File: src/rtl/hazard_pkg.sv
// Shared types for the hazard unit: forwarding mux selects and the
// per-stage stall/flush bundle driven into the five-stage pipeline.
package hazard_pkg;

   typedef enum logic [1:0] {
      FWD_RF = 2'b00,  // operand comes from the register file read in D
      FWD_W  = 2'b01,  // operand bypassed from the W-stage result
      FWD_M  = 2'b10   // operand bypassed from the M-stage result
   } fwd_sel_t;

   typedef struct packed {
      logic stallF;
      logic stallD;
      logic stallE;
      logic stallM;
      logic flushD;
      logic flushE;
      logic flushW;
   } pipeCtrl_t;

endpackage

File: src/rtl/md_scoreboard.sv
// Register scoreboard for the variable-latency mul/div unit. Tracks which
// architectural registers await a mul/div result and how many ops are in
// flight, so D can stall on a pending source and E can stall when full.
module md_scoreboard
   import hazard_pkg::*;
#(
   parameter int REG_AW   = 5,
   parameter int NUM_REGS = 32,
   parameter int MD_DEPTH = 2
) (
   input  logic              clk,
   input  logic              rst,
   input  logic              issue,
   input  logic [REG_AW-1:0] rd,
   input  logic              done,
   input  logic [REG_AW-1:0] done_rd,
   input  logic [REG_AW-1:0] rs1,
   input  logic [REG_AW-1:0] rs2,
   output logic              hit,
   output logic              full
);

   localparam int              CNT_W   = $clog2(MD_DEPTH + 1);
   localparam logic [CNT_W-1:0] CNT_MAX = CNT_W'(MD_DEPTH);

   logic [NUM_REGS-1:0] pending;
   logic [CNT_W-1:0]    count;
   logic                doneOk;

   // A completion with nothing outstanding is a protocol error; it must not
   // clear a bit or underflow the counter (e.g. late pulses after a reset).
   assign doneOk = done && (count != '0);

   // Pending bits and in-flight count; x0 is never marked so it never hazards.
   always_ff @(posedge clk) begin
      if (rst) begin
         pending <= '0;
         count   <= '0;
      end else begin
         if (doneOk) pending[done_rd] <= 1'b0;
         // NOTE: the later non-blocking assignment to the same bit wins, so a
         // same-cycle issue and completion on one register leaves it pending.
         if (issue && (rd != '0)) pending[rd] <= 1'b1;
         if (issue && !doneOk && (count != CNT_MAX)) count <= count + 1'b1;
         else if (!issue && doneOk)                  count <= count - 1'b1;
      end
   end

   assign hit  = pending[rs1] | pending[rs2];
   assign full = (count == CNT_MAX);

   mdDoneLegal: assert property (@(posedge clk) disable iff (rst) !(done && (count == '0)));

endmodule

File: src/rtl/hazard_scoreboard.sv
// Pipeline hazard unit: E-stage forwarding, load-use / no-forwarding RAW
// stalls, mul/div scoreboard stalls, memory wait, branch flush and a
// stall-cycle performance counter.
module hazard_scoreboard
   import hazard_pkg::*;
#(
   parameter int REG_AW   = 5,
   parameter int NUM_REGS = 32,
   parameter int FWD_EN   = 1,
   parameter int MD_DEPTH = 2,
   parameter int PERF_W   = 32
) (
   input  logic              clk,
   input  logic              rst,
   input  logic [REG_AW-1:0] Rs1D,
   input  logic [REG_AW-1:0] Rs2D,
   input  logic [REG_AW-1:0] Rs1E,
   input  logic [REG_AW-1:0] Rs2E,
   input  logic [REG_AW-1:0] RdE,
   input  logic [REG_AW-1:0] RdM,
   input  logic [REG_AW-1:0] RdW,
   input  logic              RegWriteE,
   input  logic              RegWriteM,
   input  logic              RegWriteW,
   input  logic              LoadE,
   input  logic              PCSrc,
   input  logic              MdStartE,
   input  logic              MdDone,
   input  logic [REG_AW-1:0] MdDoneRd,
   input  logic              MemReqM,
   input  logic              MemReadyM,
   output logic [1:0]        ForwardA,
   output logic [1:0]        ForwardB,
   output logic              StallF,
   output logic              StallD,
   output logic              StallE,
   output logic              StallM,
   output logic              FlushD,
   output logic              FlushE,
   output logic              FlushW,
   output logic [PERF_W-1:0] StallCount
);

   fwd_sel_t  fwdA, fwdB;
   pipeCtrl_t ctrl;
   logic      memWait, rawE, rawM, rawW, ldUse, noFwd, sbHit, sbFull, mdFull, mdIssue;

   // A producer matches a consumer source unless that source is x0.
   function automatic logic srcHit(input logic [REG_AW-1:0] rd, input logic [REG_AW-1:0] src);
      return (src != '0) && (rd == src);
   endfunction

   // E-operand bypass select; the younger M result shadows W.
   always_comb begin
      fwdA = FWD_RF;
      fwdB = FWD_RF;
      if ((FWD_EN != 0) && !rst) begin
         if (RegWriteM && srcHit(RdM, Rs1E))      fwdA = FWD_M;
         else if (RegWriteW && srcHit(RdW, Rs1E)) fwdA = FWD_W;
         if (RegWriteM && srcHit(RdM, Rs2E))      fwdB = FWD_M;
         else if (RegWriteW && srcHit(RdW, Rs2E)) fwdB = FWD_W;
      end
   end

   assign ForwardA = fwdA;
   assign ForwardB = fwdB;

   assign rawE    = RegWriteE && (srcHit(RdE, Rs1D) || srcHit(RdE, Rs2D));
   assign rawM    = RegWriteM && (srcHit(RdM, Rs1D) || srcHit(RdM, Rs2D));
   assign rawW    = RegWriteW && (srcHit(RdW, Rs1D) || srcHit(RdW, Rs2D));
   assign ldUse   = (FWD_EN != 0) && LoadE && rawE;
   assign noFwd   = (FWD_EN == 0) && (rawE || rawM || rawW);
   assign memWait = MemReqM && !MemReadyM;
   assign mdFull  = MdStartE && sbFull;

   // Prioritised stall/flush decision; memory wait freezes everything.
   always_comb begin
      // NOTE: assign the whole bundle a default first so every path drives it
      // and no latch is inferred.
      ctrl = '0;
      if (rst) begin
         ctrl.flushD = 1'b1;
         ctrl.flushE = 1'b1;
         ctrl.flushW = 1'b1;
      end else if (memWait) begin
         ctrl.stallF = 1'b1;
         ctrl.stallD = 1'b1;
         ctrl.stallE = 1'b1;
         ctrl.stallM = 1'b1;
         ctrl.flushW = 1'b1;
      end else if (PCSrc) begin
         ctrl.flushD = 1'b1;
         ctrl.flushE = 1'b1;
      end else if (mdFull) begin
         ctrl.stallF = 1'b1;
         ctrl.stallD = 1'b1;
         ctrl.stallE = 1'b1;
      end else if (ldUse || noFwd || sbHit) begin
         ctrl.stallF = 1'b1;
         ctrl.stallD = 1'b1;
         ctrl.flushE = 1'b1;
      end
   end

   assign StallF = ctrl.stallF;
   assign StallD = ctrl.stallD;
   assign StallE = ctrl.stallE;
   assign StallM = ctrl.stallM;
   assign FlushD = ctrl.flushD;
   assign FlushE = ctrl.flushE;
   assign FlushW = ctrl.flushW;

   // Only an op that actually leaves E for the mul/div unit is tracked.
   assign mdIssue = MdStartE && !ctrl.stallE && !ctrl.flushE;

   md_scoreboard #(
      .REG_AW   (REG_AW),
      .NUM_REGS (NUM_REGS),
      .MD_DEPTH (MD_DEPTH)
   ) uSb (
      .clk     (clk),
      .rst     (rst),
      .issue   (mdIssue),
      .rd      (RdE),
      .done    (MdDone),
      .done_rd (MdDoneRd),
      .rs1     (Rs1D),
      .rs2     (Rs2D),
      .hit     (sbHit),
      .full    (sbFull)
   );

   // Free-running count of fetch-stall cycles; wraps naturally.
   always_ff @(posedge clk) begin
      if (rst)              StallCount <= '0;
      else if (ctrl.stallF) StallCount <= StallCount + 1'b1;
   end

endmodule

File: config.mk
export PLATFORM = sky130hd
export DESIGN_NAME = hazard_scoreboard
export DESIGN_NICKNAME = d
export VERILOG_FILES = /design/src/rtl/hazard_pkg.sv /design/src/rtl/md_scoreboard.sv /design/src/rtl/hazard_scoreboard.sv
export SDC_FILE = /design/constraint.sdc
export NUM_CORES = 1
export LEC_CHECK = 0
export CORE_UTILIZATION = 40
export CTS_BUF_LIST = sky130_fd_sc_hd__clkbuf_4
export CTS_CLUSTER_SIZE = 12
export DETAILED_ROUTE_END_ITERATION = 12
export PLACE_DENSITY = 0.77
export REMOVE_ABC_BUFFERS = 1
export SLEW_MARGIN = 20
export SYNTH_ARGS = -nofsm -noshare
export SYNTH_HDL_FRONTEND = slang
export SYNTH_SLANG_ARGS = --single-unit
File: constraint.sdc
create_clock -name clk -period 3.4 [get_ports clk]
set_input_delay 0.68 -clock clk [delete_from_list [all_inputs] [get_ports clk]]
set_output_delay 0.68 -clock clk [all_outputs]
set_load 0.02 [all_outputs]
==> results of run 1 <==
[cell usage after synthesis (all sizes together), types with 15 or more instances]
library cell,count,area share (%)
a21oi,24,2.7
buf,15,2.1
clkbuf,19,1.6
dfxtp,66,30
mux2i,30,6.9
nand2,33,2.9
nand3,15,1.7
nand4,21,3.0
nor2,39,3.3
nor2b,50,7.1
o21ai,42,4.8
o31ai,40,6.9
xnor2,30,6.0
[power by group]
group | internal (mW) | leakage (nW) | switching, mW
sequential | 0.777 | 0.532 | 0.00658
clock | 0.383 | 0.0932 | 0.318
combinational | 0.167 | 1.50 | 0.186
[registers in the layout, summed over array words and instances (netlist names)]
signal and cells:
uSb.pending 32, StallCount 32, uSb.count 2
[critical path, cell delays in order]
cell	delay, ns
clkdlybuf4s50_1	0.51
and2_1	0.25
buf_4	0.15
a22oi_1	0.25
nand3_1	0.15
nand2_1	0.14
nor3_4	0.06
nor2b_1	0.13
o21ai_0	0.17
clkbuf_2	0.20
[logic make-up after synthesis]
logic type               count (synthesis)
adder cells (fa/ha/maj)                  1
buffers and inverters                   44
AND/OR/NAND/NOR                        229
flip-flops                              66
multiplexers                            42
AO/OA/AOI/OAI                          126
XOR/XNOR                                34
[layer usage]
| metal | track usage (%) | routed length, µm | vias to the layer above |
|---|---|---|---|
| li1 | - | - | 2228 |
| met1 | 27.28 | 5255 | 2184 |
| met2 | 38.76 | 6437 | 222 |
| met3 | 3.891 | 995 | 37 |
| met4 | 12.62 | 358 | 0 |
| met5 | 0 | 0 | - |
[timing repair]
item                       4_1_cts  5_1_grt
hold buffers                     0        0
resized for setup               12       11
buffers inserted                 1        0
pin swaps                        1        2
setup endpoints to repair        5        3
cloned                           0        1
hold endpoints to repair         0        0
[metrics by stage]
stage / cells / total power, mW / util [%] / hold WS, ns
global route: 801 / 1.901 / 56.54 / 0.5107
finish: 801 / 1.838 / 56.54 / 0.5077
detailed placement: 781 / 1.144 / 54.33 / 0.4855
CTS: 798 / 1.831 / 56.22 / 0.5020
global placement: 781 / 1.134 / 54.33 / 0.4725
floorplan: 508 / 0.9355 / - / 0.4636
[final timing paths]
| kind | to | depth (start not counted) |
|---|---|---|
| worst min-delay path | uSb.pending[0]$_SDFF_PP0_ | 1 |
| worst min register to register | uSb.pending[0]$_SDFF_PP0_ | 1 |
| worst max-delay path | FlushE | 10 |
| worst max register to register | StallCount[26]$_SDFFE_PP0P_ | 8 |
[final cells by class]
class                   instances  area, µm²  area share, %
flip-flops and latches         66       1321          22.34
inverters                      10      37.54         0.6345
multi-input cells             432       2880          48.69
clock buffers                  10      75.07          1.269
diodes                          2      5.005        0.08460
well taps                     136      170.2          2.876
repair buffers                139       1313          22.19
clock inverters                 6      113.9          1.925
==> tab_implementation.tex, run 1 <==
\begin{tabular}{lr}
\hline
Metric & Value \\
\hline
\multicolumn{2}{l}{\textbf{Outcome}} \\
Status & complete, no violations \\
\multicolumn{2}{l}{\textbf{STA}} \\
Worst clock skew & roughly 0.024 ns \\
Maximum clock frequency & approximately 300 MHz \\
Setup-failing EPs final & 0 \\
Period Utilization, post-route & 99.30\% \\
Pins Over Slew Limit & 0 \\
Slew of the pin with the lowest slew margin & 0.7532 ns \\
Minimum clock period after layout & between 3 and 4 ns \\
Worst rel slew slack & between 40\% and 50\% \\
Final hold violations & 0 \\
Final total negative setup slack & 0 ns \\
Final worst slack & between 0.02 and 0.025 ns \\
\multicolumn{2}{l}{\textbf{Placed design}} \\
Placed wire-length estimate after detailed placement & about 9400 µm \\
Post-Place Setup Slack & -0.4870 ns \\
Number of port buffers & 93 \\
Cell area after placement & 5684 µm² \\
Final Wtd Congestion & about 1.0 \\
\multicolumn{2}{l}{\textbf{Floorplanning}} \\
Vert. Die Dim & between 100 and 150 µm \\
Cell row count & 37 \\
Area inside the core boundary & about 10000 µm² \\
Number of ports placed on the die boundary & 94 \\
Starting density of the core & 41.89\% \\
Die width & around 110 µm \\
Die area & roughly 11000 µm² \\
\multicolumn{2}{l}{\textbf{GRT}} \\
Via count of the first global-routing pass & 4531 \\
Leftover overflow at the end of global routing & 0 \\
Global Route Usage Sum & a little under a quarter \\
Largest net degree at the start of global routing & 75 \\
First-pass GRT wire length & a little over 20000 µm \\
Number of antenna violations at the first check in global routing & 2 \\
\multicolumn{2}{l}{\textbf{Logic synthesis}} \\
Synth Flop Type & dfxtp\_1 \\
Synthesized flop and latch total & 66 \\
Mean instance size in the synthesized netlist & between 8 and 9 µm² \\
Gate Count Post-Synth & between 500 and 600 \\
Mux cell area share after synthesis & a little over a tenth \\
Post-synth EDFFs & 0 \\
Sequential cell area fraction in the yosys report & around 30\% \\
Post-synth ARST share & 0\% \\
Number of library cell types mapped by synthesis & 48 \\
Area share of fa/ha/maj cells after synthesis & less than 1\% \\
Largest family of logic cells by synthesized area & simple AND/OR/NAND/NOR gates \\
Xor/xnor cell area share of the yosys netlist & 6.794\% \\
Fraction of the mapped netlist area in simple logic gates & 29.52\% \\
Cell Area, Synth & 4383 µm² \\
Synth Warn \# & 0 \\
Compound-cell area share of the yosys netlist & around 18\% \\
\multicolumn{2}{l}{\textbf{Finish}} \\
Most frequent cells in the layout & 84 x clkdlybuf4s50\_1, 66 x dfxtp\_1, 47 x nor2b\_1 \\
Most common cell after layout, fill and taps aside & clkdlybuf4s50\_1 \\
NumNets Final & 710 \\
Final cell area excluding filler cells & just under 6000 µm² \\
Final-layout fill cell count & $\sim$980 \\
Area added between synthesis and finish & 34.97\% \\
Layout cells sized above 1 & 12.52\% \\
\multicolumn{2}{l}{\textbf{Clocking}} \\
Count of clock tree sinks & 66 \\
TritonCTS clock tree & built \\
Number of buffers created by CTS & 9 \\
Number of H-tree levels & 3 \\
Latest clock arrival within the worst-skew pair & around 0.44 ns \\
Clock-pin slew of the registers on the worst-case setup and hold paths & 0.12 ns \\
Library cell used as clock root buffer & clkbuf\_4 \\
Worst-case clock buffer depth & 2 \\
\multicolumn{2}{l}{\textbf{Worst setup path}} \\
Arrival time at the worst endpoint & about 2.7 ns \\
Minimum setup slack among reg-to-reg paths & between 0.6 and 0.7 ns \\
Startpoint type of the worst setup path & primary input \\
Startpoint of the worst register-to-register path & StallCount[8]\$\_SDFFE\_PP0P\_ \\
Setup crit end kind & output port \\
Worst Setup Path Type & primary input to output port \\
CP Max Fanout & 6 \\
CP Launch Point & Rs2D[0] \\
Required time of the critical path & between 2 and 3 ns \\
\multicolumn{2}{l}{\textbf{Min path}} \\
Hold Path Class & flop to flop \\
Startpoint of the tightest hold check path & uSb.pending[0]\$\_SDFF\_PP0\_ \\
\multicolumn{2}{l}{\textbf{Pwr}} \\
Power density over the cells & 310.7 nW/µm² \\
Static leakage & 2.122 nW \\
Max IR drop VDD & approximately 0.20 mV \\
\multicolumn{2}{l}{\textbf{Drt}} \\
Post-route ant nets & 0 \\
Drc violations & 0 \\
Average vias per placed instance & 5.831 \\
Total Routed Length & 13050 µm \\
Number of violations reported at the end of detailed-routing iteration 0 & between 300 and 400 \\
Total number of vias & between 4000 and 5000 \\
Detailed-routing iteration count for the pre-antenna-repair pass & 8 \\
Routed length per placed instance & between 15 and 20 µm \\
\multicolumn{2}{l}{\textbf{Run}} \\
Number of maximum-capacitance violations & 0 \\
\hline
\end{tabular}
Note: power is estimated with default switching activity, not from simulation.
==> run 2, diff against run 1 <==
- ABC_AREA: not set -> 1
- PLACE_DENSITY: 0.77 -> 0.75
==> run 2 against run 1 <==
  * Register-to-register slack better by 0.56 ns
  * Sequential cell count stayed put
  * Final area is 9.2% higher
  * Core utilization is 3.4 points lower
  * Clock skew is 0.0037 ns lower
  * Clock-buffer cell count is 1 higher
  * Hold slack worse by 0.023 ns
  * Setup slack better by 0.13 ns
  * Combinational power is 28% higher
  * Largest power group unchanged
==> tab_implementation.tex, run 2 <==
\begin{tabular}{lr}
\hline
Metric & Value \\
\hline
\multicolumn{2}{l}{\textbf{Logic synthesis}} \\
Fraction of the mapped netlist area in simple logic gates & 41.49\% \\
Mean instance size in the synthesized netlist & between 6 and 7 µm² \\
Top cell type's share of synthesized area & a little over a quarter \\
Post-synth ARST share & 0\% \\
Synth Flop Type & dfxtp\_1 \\
Largest family of logic cells by synthesized area & simple AND/OR/NAND/NOR gates \\
Top area cells in the synthesized netlist & dfxtp\_1 26\%, nand2\_1 14\%, nand3\_1 7.6\% \\
Gate Count Post-Synth & between 800 and 900 \\
Post-synth EDFFs & 0 \\
Number of library cell types mapped by synthesis & 39 \\
Xor/xnor cell area share of the yosys netlist & under 10\% \\
Cell Area, Synth & $\sim$5100 µm² \\
Sequential cell area fraction in the yosys report & roughly a quarter \\
Compound-cell area share of the yosys netlist & around 14\% \\
Library cell with the highest instance count after synthesis & nand2\_1 \\
Synthesized flop and latch total & 66 \\
Synth Warn \# & 0 \\
Mux cell area share after synthesis & 0\% \\
Area share of fa/ha/maj cells after synthesis & 0.2474\% \\
Library cell with the largest summed area after synthesis & dfxtp\_1 \\
Post-synth top cells & 185 x nand2\_1, 94 x nor2\_1, 91 x inv\_1 \\
\multicolumn{2}{l}{\textbf{Finish}} \\
Area of the multi-input gates & 3151 µm² \\
Registers with the highest flip-flop counts & StallCount (32), uSb.pending (32), uSb.count (2) \\
FF+latch area & between 1000 and 1500 µm² \\
Area added between synthesis and finish & 27.71\% \\
Layout cells sized above 1 & between 10 and 15\% \\
Core occupancy in the finished layout & between 50\% and 60\% \\
Most frequent cells in the layout & 185 x nand2\_1, 93 x nor2\_1, 91 x inv\_1 \\
NumNets Final & a little under 1000 \\
Antenna diode count & 0 \\
Final-layout fill cell count & around 1200 \\
Most common cell after layout, fill and taps aside & nand2\_1 \\
Cell Count, Final, Fillers Out & roughly 1100 \\
\multicolumn{2}{l}{\textbf{Worst setup path}} \\
Arrival time at the worst endpoint & $\sim$2.6 ns \\
Worst Setup Path Type & primary input to output port \\
Startpoint type of the worst setup path & primary input \\
CP Max Fanout & 3 \\
Required time of the critical path & between 2 and 3 ns \\
Setup crit end kind & output port \\
\multicolumn{2}{l}{\textbf{Floorplanning}} \\
Starting density of the core & just over 40\% \\
Cell row count & 40 \\
Die width & 114.4 µm \\
Area inside the core boundary & $\sim$12000 µm² \\
Number of ports placed on the die boundary & 94 \\
Vert. Die Dim & 114.4 µm \\
Die area & about 13000 µm² \\
\multicolumn{2}{l}{\textbf{Outcome}} \\
Status & complete, no violations \\
\multicolumn{2}{l}{\textbf{STA}} \\
Setup-failing EPs final & 0 \\
Final hold violations & 0 \\
Worst clock skew & roughly 0.020 ns \\
Minimum clock period after layout & roughly 3.2 ns \\
Slew of the pin with the lowest slew margin & 0.7603 ns \\
Maximum clock frequency & roughly 310 MHz \\
Final worst slack & 0.1513 ns \\
Pins Over Slew Limit & 0 \\
Worst rel slew slack & approximately half \\
Period Utilization, post-route & between 90 and 100\% \\
Setup repair after global routing missed its margin & no \\
\multicolumn{2}{l}{\textbf{Drt}} \\
Number of violations reported at the end of detailed-routing iteration 0 & about 540 \\
Metal-1 WL & about 7000 µm \\
Routed length per placed instance & $\sim$14 µm \\
Post-route ant nets & 0 \\
Highest metal layer with signal wires & met4 \\
Total number of vias & around 5700 \\
Met3 WL & approximately 1200 µm \\
Average vias per placed instance & 5.210 \\
Drc violations & 0 \\
Detailed-routing iteration count for the pre-antenna-repair pass & 5 \\
Met2 wire length & between 6000 and 7000 µm \\
Total Routed Length & $\sim$15000 µm \\
\multicolumn{2}{l}{\textbf{Clocking}} \\
Number of H-tree levels & 3 \\
Count of clock tree sinks & 66 \\
TritonCTS clock tree & built \\
Latest clock arrival within the worst-skew pair & roughly 0.44 ns \\
Clock-pin slew of the registers on the worst-case setup and hold paths & approximately 0.11 ns \\
Library cell used as clock root buffer & clkbuf\_4 \\
Worst-case clock buffer depth & 2 \\
Number of buffers created by CTS & 9 \\
\multicolumn{2}{l}{\textbf{GRT}} \\
Number of antenna violations at the first check in global routing & 0 \\
Via count of the first global-routing pass & 5260 \\
Leftover overflow at the end of global routing & 0 \\
Global Route Usage Sum & around a quarter \\
Largest net degree at the start of global routing & 62 \\
First-pass GRT wire length & about 25000 µm \\
\multicolumn{2}{l}{\textbf{Placed design}} \\
Post-Place Setup Slack & -0.2509 ns \\
Placed wire-length estimate after detailed placement & between 10000 and 15000 µm \\
Number of port buffers & 93 \\
Final Wtd Congestion & roughly 0.97 \\
Instance count after placement with tap cells included & approximately 1100 \\
\multicolumn{2}{l}{\textbf{Min path}} \\
Hold Path Class & flop to flop \\
\multicolumn{2}{l}{\textbf{Pwr}} \\
Max IR drop VDD & roughly 0.18 mV \\
Static leakage & 2.520 nW \\
Power density over the cells & 287.3 nW/µm² \\
Total power of the final layout & roughly 1.9 mW \\
\multicolumn{2}{l}{\textbf{Run}} \\
Number of maximum-capacitance violations & 0 \\
\hline
\end{tabular}
-- run 2: changes by cell type in the layout (fill, tap and decap cells not counted), sizes merged, moves of 21 or more --
cell   previous run  this run
nor2             39        96
nor2b            50         0
mux2i            30         0
nand4            21        42
a21oi            24        60
xor2              4        25
nand2            33       211
o31ai            40         4
inv              11        96
nand3            15        78
-- run 2: per-stage QoR --
step	TNS (ns)	hold slack, ns	area (µm²)
after detailed placement	-0.7463	0.4681	6286
after CTS	-0.3449	0.4848	6446
final	0	0.4843	6459
after global routing	0	0.5063	6459
after floorplan	0	0.4364	4832
after global placement	-0.6329	0.4638	6286
-- run 2: final cells by class --
type                    instances  area share (%)
clock buffers                  11           1.279
well taps                     168           3.255
inverters                      96           5.695
clock inverters                 5           1.220
flip-flops and latches         66           20.46
repair buffers                130           19.31
multi-input cells             610           48.78
-- run 2: final timing paths --
check                             start                          end  slack, ns  cells past startpoint
max                              RdM[0]                  ForwardB[1]       0.15                      6
min           uSb.pending[3]$_SDFF_PP0_    uSb.pending[3]$_SDFF_PP0_       0.48                      2
max reg2reg  StallCount[0]$_SDFFE_PP0P_  StallCount[26]$_SDFFE_PP0P_       1.22                     11
min reg2reg   uSb.pending[3]$_SDFF_PP0_    uSb.pending[3]$_SDFF_PP0_       0.48                      2
-- run 2: what timing repair did --
action / in CTS / in global routing
endpoints found under the setup margin: 3 / 3
resized for setup: 4 / 7
buffers inserted: 0 / 0
hold buffers: 0 / 0
-- run 2: kinds of logic (layout without fill, tap and decap cells) --
group / after synthesis / in the layout
buffers and inverters: 130 / 242
AO/OA/AOI/OAI: 115 / 115
flip-flops: 66 / 66
XOR/XNOR: 37 / 37
adder cells (fa/ha/maj): 1 / 1
AND/OR/NAND/NOR: 457 / 457
-- run 2: per-layer routing --
metal,vias up,GRT usage (%)
met2,247,37.25
li1,2864,-
met4,0,8.745
met3,28,3.759
met5,-,0
met1,2519,33.79
-- run 2: critical path, cell delays in order --
cell and delay [ns]:
clkdlybuf4s50_1 0.49, inv_1 0.07, a221oi_1 0.29, o2111ai_1 0.18, nor3_1 0.20, clkdlybuf4s50_1 0.65
-- run 2: where the power goes --
part / leakage, nW / internal [mW] / switching, mW
clock network: 0.0908 / 0.314 / 0.295
logic: 1.90 / 0.185 / 0.268
registers: 0.532 / 0.782 / 0.0113
total: 2.52 / 1.28 / 0.575
